==> src/rtl/sc_spi_rxfifo_if.sv <==
`default_nettype none
// ============================================================================
// Module   : sc_spi_rxfifo_if
// Purpose  : Bundles the engine write side, register-side read port and
//            status lines of the SPI receive FIFO.
// Revision : 1.0 - initial release
// ============================================================================
interface sc_spi_rxfifo_if #(
    parameter int AW = 4
);
    logic [31:0] RXDATA;
    logic        RXVALID;
    logic        SPICOMPLETE;
    logic        RXRDEN;
    logic        RXCLR;
    logic [AW:0] RXTHRESH;
    logic [31:0] RXRDATA;
    logic [AW:0] RXCOUNT;
    logic        RXEMPTY;
    logic        RXFULL;
    logic        RXOVF;
    logic        RXDONE;
    logic        RXIRQ;

    modport master (
        output RXDATA, RXVALID, SPICOMPLETE, RXRDEN, RXCLR, RXTHRESH,
        input  RXRDATA, RXCOUNT, RXEMPTY, RXFULL, RXOVF, RXDONE, RXIRQ
    );

    modport slave (
        input  RXDATA, RXVALID, SPICOMPLETE, RXRDEN, RXCLR, RXTHRESH,
        output RXRDATA, RXCOUNT, RXEMPTY, RXFULL, RXOVF, RXDONE, RXIRQ
    );
endinterface
`default_nettype wire

==> src/rtl/sc_spi_rxfifo.sv <==
`default_nettype none
// ============================================================================
// Module   : sc_spi_rxfifo
// Purpose  : SPI receive FIFO with first-word-fall-through read port,
//            sticky overflow/done flags and a registered level interrupt.
// Revision : 1.0 - initial release
// ============================================================================
module sc_spi_rxfifo #(
    parameter int DEPTH = 16,
    parameter int AW    = 4
) (
    input  wire logic         SYSCLK,
    input  wire logic         SYSRST,
    sc_spi_rxfifo_if.slave    bus
);
    localparam logic [AW:0] c_DEPTH = (AW+1)'(DEPTH);

    logic [31:0]   r_mem [DEPTH];
    logic [AW-1:0] r_wp;
    logic [AW-1:0] r_rp;
    logic [AW:0]   r_count;
    logic          r_ovf;
    logic          r_done;
    logic          r_irq;

    logic          w_empty;
    logic          w_full;
    logic          w_rd;
    logic          w_wr;
    logic          w_ovf_set;
    logic [AW:0]   w_count_nxt;
    logic          w_ovf_nxt;
    logic          w_done_nxt;
    logic          w_irq_nxt;

    assign w_empty = (r_count == '0);
    assign w_full  = (r_count == c_DEPTH);

    // A read from a full FIFO frees the slot the concurrent write lands in.
    assign w_rd      = bus.RXRDEN  && !w_empty;
    assign w_wr      = bus.RXVALID && (!w_full || w_rd);
    assign w_ovf_set = bus.RXVALID && w_full && !w_rd;

    always_comb begin
        w_count_nxt = r_count + (AW+1)'(w_wr) - (AW+1)'(w_rd);
        w_ovf_nxt   = r_ovf  || w_ovf_set;
        w_done_nxt  = r_done || bus.SPICOMPLETE;
        if (bus.RXCLR) begin
            w_count_nxt = '0;
            w_ovf_nxt   = 1'b0;
            w_done_nxt  = 1'b0;
        end
        w_irq_nxt = ((bus.RXTHRESH != '0) && (w_count_nxt >= bus.RXTHRESH))
                  || w_ovf_nxt
                  || (w_done_nxt && (w_count_nxt != '0));
    end

    always_ff @(posedge SYSCLK) begin
        if (SYSRST) begin
            r_wp    <= '0;
            r_rp    <= '0;
            r_count <= '0;
            r_ovf   <= 1'b0;
            r_done  <= 1'b0;
            r_irq   <= 1'b0;
        end else begin
            if (bus.RXCLR) begin
                r_wp <= '0;
                r_rp <= '0;
            end else begin
                if (w_wr) r_wp <= r_wp + AW'(1);
                if (w_rd) r_rp <= r_rp + AW'(1);
            end
            r_count <= w_count_nxt;
            r_ovf   <= w_ovf_nxt;
            r_done  <= w_done_nxt;
            r_irq   <= w_irq_nxt;
        end
    end

    // Storage is deliberately left out of reset.
    always_ff @(posedge SYSCLK) begin
        if (!SYSRST && !bus.RXCLR && w_wr) begin
            r_mem[r_wp] <= bus.RXDATA;
        end
    end

    assign bus.RXRDATA = w_empty ? 32'h0 : r_mem[r_rp];
    assign bus.RXCOUNT = r_count;
    assign bus.RXEMPTY = w_empty;
    assign bus.RXFULL  = w_full;
    assign bus.RXOVF   = r_ovf;
    assign bus.RXDONE  = r_done;
    assign bus.RXIRQ   = r_irq;
endmodule
`default_nettype wire

==> src/flat_wrapper.sv <==
// flat-port wrapper written by rule: the top's interface ports become plain ports
module sc_spi_rxfifo_flat 
#(
    parameter int DEPTH = 16,
    parameter int AW    = 4
)
  (SYSCLK, SYSRST, bus_RXDATA, bus_RXVALID, bus_SPICOMPLETE, bus_RXRDEN, bus_RXCLR, bus_RXTHRESH, bus_RXRDATA, bus_RXCOUNT, bus_RXEMPTY, bus_RXFULL, bus_RXOVF, bus_RXDONE, bus_RXIRQ);
  sc_spi_rxfifo_if #(.AW(AW)) bus_i ();
  input  wire logic SYSCLK;
  input  wire logic SYSRST;
  input wire logic [$bits(bus_i.RXDATA)-1:0] bus_RXDATA;
  input wire logic [$bits(bus_i.RXVALID)-1:0] bus_RXVALID;
  input wire logic [$bits(bus_i.SPICOMPLETE)-1:0] bus_SPICOMPLETE;
  input wire logic [$bits(bus_i.RXRDEN)-1:0] bus_RXRDEN;
  input wire logic [$bits(bus_i.RXCLR)-1:0] bus_RXCLR;
  input wire logic [$bits(bus_i.RXTHRESH)-1:0] bus_RXTHRESH;
  output wire logic [$bits(bus_i.RXRDATA)-1:0] bus_RXRDATA;
  output wire logic [$bits(bus_i.RXCOUNT)-1:0] bus_RXCOUNT;
  output wire logic [$bits(bus_i.RXEMPTY)-1:0] bus_RXEMPTY;
  output wire logic [$bits(bus_i.RXFULL)-1:0] bus_RXFULL;
  output wire logic [$bits(bus_i.RXOVF)-1:0] bus_RXOVF;
  output wire logic [$bits(bus_i.RXDONE)-1:0] bus_RXDONE;
  output wire logic [$bits(bus_i.RXIRQ)-1:0] bus_RXIRQ;
  assign bus_i.RXDATA = bus_RXDATA;
  assign bus_i.RXVALID = bus_RXVALID;
  assign bus_i.SPICOMPLETE = bus_SPICOMPLETE;
  assign bus_i.RXRDEN = bus_RXRDEN;
  assign bus_i.RXCLR = bus_RXCLR;
  assign bus_i.RXTHRESH = bus_RXTHRESH;
  assign bus_RXRDATA = bus_i.RXRDATA;
  assign bus_RXCOUNT = bus_i.RXCOUNT;
  assign bus_RXEMPTY = bus_i.RXEMPTY;
  assign bus_RXFULL = bus_i.RXFULL;
  assign bus_RXOVF = bus_i.RXOVF;
  assign bus_RXDONE = bus_i.RXDONE;
  assign bus_RXIRQ = bus_i.RXIRQ;
  sc_spi_rxfifo #(.DEPTH(DEPTH), .AW(AW)) u_core (.SYSCLK(SYSCLK), .SYSRST(SYSRST), .bus(bus_i));
endmodule
==> config.mk <==
export PLATFORM = sky130hd
export DESIGN_NAME = sc_spi_rxfifo_flat
export DESIGN_NICKNAME = d
export VERILOG_FILES = /design/src/rtl/sc_spi_rxfifo_if.sv /design/src/rtl/sc_spi_rxfifo.sv /design/src/flat_wrapper.sv
export SDC_FILE = /design/constraint.sdc
export NUM_CORES = 1
export LEC_CHECK = 0
export CAP_MARGIN = 15
export CORE_AREA = 2 2 194 196
export DETAILED_ROUTE_END_ITERATION = 16
export DIE_AREA = 0 0 196 198
export PLACE_DENSITY = 0.75
export SYNTH_ARGS = -nofsm -noshare
export SYNTH_HDL_FRONTEND = slang
export SYNTH_SLANG_ARGS = --single-unit
export TNS_END_PERCENT = 5
==> constraint.sdc <==
create_clock -name SYSCLK -period 6.55 [get_ports SYSCLK]
set_clock_uncertainty 0.2 [all_clocks]
set_input_delay 1.31 -clock SYSCLK [delete_from_list [all_inputs] [get_ports SYSCLK]]
set_output_delay 1.31 -clock SYSCLK [all_outputs]
set_load 0.01 [all_outputs]
==> results of run 1 <==
[power by group]
group / internal, W / switching [W]
Sequential: 0.00375 / 0.0000471
Clock: 0.00162 / 0.00120
Combinational: 0.000579 / 0.000556
[state kept, by name, summed over array words and instances (netlist names), named ones only]
name,cells
u_core.bus.RXDONE,1
u_core.bus.RXIRQ,1
u_core.r_rp,4
u_core.r_wp,4
u_core.bus.RXCOUNT,5
u_core.bus.RXOVF,1
u_core.r_mem,512
[final cells by class]
| class | count | area (um^2) |
|---|---|---|
| Clock buffer | 58 | 1345 |
| Clock inverter | 34 | 256.5 |
| Fill cell | 2439 | 13280 |
| Inverter | 15 | 56.30 |
| Multi-Input combinational cell | 340 | 4588 |
| Sequential cell | 532 | 15790 |
| Tap cell | 474 | 593.1 |
| Timing Repair Buffer | 105 | 1049 |
[placed cells by master, fill, tap and decap left out, types with 2 or more instances in the layout]
master,instances
or3_1,3
nor2_4,16
dfxtp_4,3
buf_4,17
clkbuf_1,5
a31oi_1,2
edfxtp_1,512
xor2_1,4
xnor2_1,4
clkdlybuf4s50_1,84
clkinv_1,22
inv_1,15
nand3_1,3
mux2i_1,64
dfxtp_1,17
bufinv_16,4
inv_6,3
o21ai_0,3
ha_1,15
nor2b_1,2
nor2_1,27
buf_12,4
clkinv_2,4
clkbuf_16,53
a21oi_1,9
mux4_2,128
o22ai_1,32
nand2_1,9
nand2b_1,3
[layer usage]
metal / GRT usage / wire (um) / vias up
met3: 0.04071 / 2356 / 65
met1: 0.2979 / 17090 / 5024
met2: 0.3486 / 19610 / 291
met5: 0 / 8 / -
met4: 0.05696 / 817 / 2
li1: - / - / 4123
[cell families (layout without fill, tap and decap cells)]
kind of cell             count (synthesis)  in the layout  share of synthesized area
multiplexers                           192            192                     0.1712
AND/OR/NAND/NOR                         72             72                    0.01605
adder cells (fa/ha/maj)                 16             16                    0.01009
buffers and inverters                   59            212                    0.01690
XOR/XNOR                                 8              8                   0.003403
AO/OA/AOI/OAI                           52             52                    0.01611
flip-flops                             532            532                     0.7663
[how the worst min path moves through the flow]
| stage | start | to | slack [ns] | cells after the start |
|---|---|---|---|---|
| final | u_core.bus.RXDONE | u_core.bus.RXDONE | 0.31 | 2 |
| after global routing | u_core.r_rp[1] | flip-flop | 0.35 | 2 |
| after CTS | u_core.bus.RXDONE | u_core.bus.RXDONE | 0.32 | 2 |
| after detailed placement | u_core.bus.RXDONE | u_core.bus.RXDONE | 0.29 | 2 |
| after global placement | u_core.r_rp[3] | flip-flop | 0.29 | 2 |
| after floorplan | u_core.r_rp[1] | flip-flop | 0.28 | 2 |
[critical path: cells and delay by family (launching register included)]
family / cells / cell delay (ns)
buffers and inverters: 2 / 1.02
AO/OA/AOI/OAI: 1 / 0.11
flip-flops: 1 / 0.90
multiplexers: 2 / 0.83
[through the flow]
stage	instances	hold WS, ns	cell area (um^2)	util
floorplan	931	0.2752	20590	-
global placement	1464	0.2867	22030	0.5962
detailed placement	1464	0.2856	22030	0.5962
CTS	1556	0.3165	23630	0.6395
global route	1558	0.3485	23670	0.6406
finish	1558	0.3078	23670	0.6406
==> results.tsv, run 1 <==
metric	value	unit
routed_wl	39880	um
avgSynthCellArea	22.11	um^2
post-route-period-util	0.7603	
firstDrtPassIters	5	
critical-path-max-stage-delay	0.90	ns
synth_top_cell_by_area	edfxtp_1	
grt_usage	0.2124	
seq_area_frac_synth	0.7663	
r2r_cells	19	
power	0.007754	W
drive_above_1_share	0.2214	
grt_antenna_before_repair	1	
htree_levels	2	
clk_pin_slew	0.06	ns
max_slew_margin	0.2170	
cp_max_fo	39	
reg2reg_to	u_core.bus.RXIRQ	
grt_setup_unrepaired	false	
ys.flop_type	edfxtp_1	
ys_types	37	
reg2reg_slack	2.87	ns
yosysTopAreaCellShare	0.7469	
place.gp.congestion	0.7820	
hpwl	21490	um
grt_pass1_wl	60840	um
cp-start-kind	flip-flop	
netlist_instances	931	
setup_ws	1.570	ns
synthTopCellsByCount	512 x edfxtp_1, 128 x mux4_2, 64 x mux2i_1	
dieWidth	196	um
num_io_pins	85	
hold_violations	0	
grt_pass1_vias	10010	
yosysMostFrequentCell	edfxtp_1	
endpoint	bus_RXRDATA[20]	
synth-seq-cells	532	
cts_resized	0	
dieArea	38810	um^2
cp.required	5.04	ns
hold_class	reg -> reg	
status	finished, final reports clean	
dp_slack	1.816	ns
path_class	reg -> out	
diodes	0	
vias	9505	
cts_buffers	52	
cts_buffer_depth	3	
endpoint_kind	primary output	
fin_nets	1105	
worstReg2RegStart	u_core.bus.RXCOUNT[2]	
worst_slew_pin_slew	1.172	ns
start_util	0.5570	
cts_sinks	532	
ir_worst_vdd	204.2	uV
p_per_area	327.5	nW/um^2
fmax	0.2008	GHz
root_buffer	clkbuf_16	
routed_via_density	6.101	
fp.dieH	198	um
period_minus_slack	4.980	ns
hold_buffers	0	
netlist_area	20590	um^2
grt_max_degree	64	
synth-async-reset-ratio	0	
worstPathCellList	buf_4 -> mux4_2 -> mux2i_1 -> o22ai_1 -> clkdlybuf4s50_1	
drc	0	
drtAntennaViolNets	0	
yosysWarnings	0	
post-cts-setup-buffer-count	0	
overflow	0	
cap_violations	0	
design.core.area	36960	um^2
slew_violations	0	
clock_latency	0.56	ns
syn_to_final_growth	15.00	%
synth_edf_count	512	
finalSetupViolCount	0	
tritoncts	yes	
port_buffers	84	
slowest_stage	dfxtp_4	
p_leak	7.132	nW
rows	71	
tns	0	ns
drt-initial-drc-count	649	
syn-num-nets	990	
synth_area_leaders	edfxtp_1 75%, mux4_2 14%, mux2i_1 3.1%, dfxtp_1 1.9%, o22ai_1 0.97%	
worstPathArrival	3.47	ns
wire_per_inst	25.59	um
Note: power is estimated with default switching activity, not from simulation.
==> run 2: changes to the inputs <==
CORE_AREA = 2 2 199 201   (was 2 2 194 196)
DIE_AREA = 0 0 201 203   (was 0 0 196 198)
PLACE_DENSITY = 0.74   (was 0.75)
clock period = 4.4 ns   (was 6.55 ns; I/O delays follow)
==> run 2 against run 1 <==
Compared with the run above: critical path depth is 2 higher; die area grew 5.1%; worst setup slack got worse by 1.4 ns; register-to-register slack worse by 2.2 ns; flip-flop and latch count unchanged; cell count grew 3.9%; global-route usage down 0.35 points.
==> results.tsv, run 2 (same netlist as run 1, synthesis figures left out) <==
metric	value	unit	change
grt_pass1_wl	62730	um	+3.1%
cts_resized	0		unchanged
slowest_stage	clkdlybuf4s50_1		
ir_worst_vdd	371.5	uV	+82%
firstDrtPassIters	5		unchanged
drt-initial-drc-count	791		+22%
min_path_cells	2		unchanged
grt_usage	0.2089		-0.003528
tritoncts	yes		
p_leak	7.248	nW	+1.6%
worst_slew_pin_slew	0.6977	ns	-0.4740 ns
num_io_pins	85		unchanged
start_util	0.5352		-0.02189
vias	9641		+1.4%
critical-path-max-stage-delay	0.54	ns	-0.36 ns
hpwl	22610	um	+5.2%
drtAntennaViolNets	0		unchanged
post-cts-setup-buffer-count	0		unchanged
pwr-share-seq	0.486		-0.004
p_per_area	482.4	nW/um^2	+47%
period_minus_slack	4.219	ns	
fin_nets	1121		+1.4%
grt_antenna_before_repair	0		-1
cp.required	3.32	ns	-1.72 ns
reg2reg_slack	0.64	ns	-2.23 ns
critPathLaunch	u_core.bus.RXCOUNT[2]		
worstPathCellList	inv_1 -> ha_1 -> or4b_4 -> nand2_2 -> buf_4 -> o22ai_1 -> clkdlybuf4s50_1		
grt_pass1_vias	10140		+1.4%
htree_levels	2		unchanged
mostFrequentLayoutCells	512 x edfxtp_1, 128 x mux4_2, 84 x clkdlybuf4s50_1		
power.share.clock	0.357		-0.006
cp_max_fo	13		-67%
tns	0	ns	unchanged
swShare	0.2336		+0.001455
root_buffer	clkbuf_16		
holdWs	0.3013	ns	-0.006494 ns
drive_above_1_share	0.2343		+0.01293
syn_to_final_growth	16.65	%	
dieArea	40800	um^2	+5.1%
post-route-period-util	0.9589		
cap_violations	0		unchanged
drc	0		unchanged
finalSetupViolCount	0		unchanged
cts_buffers	51		-1.9%
wire_per_inst	25.68	um	+0.35%
grt_setup_unrepaired	false		
r2r_cells	19		unchanged
layout_commonest_cell	edfxtp_1		
hold_buffers	0		unchanged
slew_violations	0		unchanged
clock_latency	0.58	ns	+0.02 ns
design.core.area	38470	um^2	+4.1%
place.gp.congestion	0.7883		+0.81%
largest-register	u_core.r_mem		
reg2reg_to	u_core.bus.RXIRQ		
path_class	reg -> out		
largest_register_ffs	512		unchanged
endpoint_kind	primary output		
overflow	0		unchanged
hold_violations	0		unchanged
grt_max_degree	41		-36%
hold_class	reg -> reg		
status	finished, final reports clean		
cts_sinks	532		unchanged
rows	72		+1.4%
clk_pin_slew	0.06	ns	about the same
fmax	0.2370	GHz	
fp.dieH	203	um	+2.5%
cp-start-kind	flip-flop		
routed_wl	41580	um	+4.3%
max_slew_margin	0.5348		+0.3179
internal-power	0.008878	W	+49%
routed_via_density	5.955		-2.4%
worstReg2RegStart	u_core.bus.RXCOUNT[2]		
endpoint	bus_RXRDATA[2]		
p_sw	0.002706	W	+50%
port_buffers	84		unchanged
cts_buffer_depth	3		unchanged
combPwrFrac	0.157		+0.011
worstPathArrival	3.14	ns	-0.33 ns
fillers	2579		+5.7%
dieWidth	201	um	+2.6%
diodes	0		unchanged
-- run 2: cell types whose count changed in the layout (fill, tap and decap cells not counted) --
| cell | delta |
|---|---|
| buf_4 | +3 |
| clkinv_4 | +1 |
| inv_6 | -2 |
| buf_12 | +14 |
| clkbuf_8 | +2 |
| clkinv_1 | -12 |
| bufinv_16 | -1 |
| clkbuf_16 | -1 |
| clkinv_2 | +1 |
| clkinv_8 | +1 |
| clkbuf_1 | +11 |
-- run 2: power groups by stage --
stage	Sequential, W	Clock [W]	Combinational (W)
global placement	0.00573	0	0.00182
floorplan	0.00572	0	0.00106
detailed placement	0.00574	0	0.00183
global route	0.00563	0.00440	0.00196
finish	0.00563	0.00414	0.00182
CTS	0.00563	0.00421	0.00184
-- run 2: worst min path at each step --
stage          slack [ns]   endpoint            from
5_1_grt              0.32  flip-flop  u_core.r_rp[1]
6_report             0.30  flip-flop  u_core.r_rp[3]
3_3_place_gp         0.28  flip-flop  u_core.r_rp[1]
2_1_floorplan        0.28  flip-flop  u_core.r_rp[1]
4_1_cts              0.30  flip-flop  u_core.r_rp[1]
3_5_place_dp         0.29  flip-flop  u_core.r_rp[1]
-- run 2: critical path, delay by kind of cell (launching register included) --
family	cells	cell delay, ns
adder cells (fa/ha/maj)	1	0.17
AND/OR/NAND/NOR	2	0.87
buffers and inverters	3	0.98
flip-flops	1	0.33
AO/OA/AOI/OAI	1	0.20
-- run 2: cell type report --
cell class | count | area (um^2) | share of cell area
flip-flops and latches | 532 | 15790 | 0.6574
repair buffers | 122 | 1351 | 0.05627
well taps | 518 | 648.1 | 0.02699
clock buffers | 70 | 1389 | 0.05784
multi-input cells | 340 | 4588 | 0.1911
inverters | 15 | 56.30 | 0.002345
clock inverters | 22 | 193.9 | 0.008076
-- run 2: metal layers --
metal,global-route usage,share of wire,routed length [um]
met5,0,0,0
met1,0.2915,0.42,17470
met3,0.03451,0.058,2400
met4,0.05291,0.018,758
met2,0.3489,0.50,20960
-- run 2: per-stage QoR --
| stage | setup slack [ns] | area, um^2 | cells | util | total power [W] |
|---|---|---|---|---|---|
| after floorplan | 0.6949 | 20590 | 931 | - | 0.006778 |
| after global placement | 0.2280 | 22430 | 1527 | 0.5831 | 0.007550 |
| after detailed placement | 0.1631 | 22430 | 1527 | 0.5831 | 0.007568 |
| after CTS | 0.1790 | 24010 | 1619 | 0.6243 | 0.01169 |
| after global routing | 0.06719 | 24010 | 1619 | 0.6243 | 0.01199 |
| final | 0.1809 | 24010 | 1619 | 0.6243 | 0.01158 |
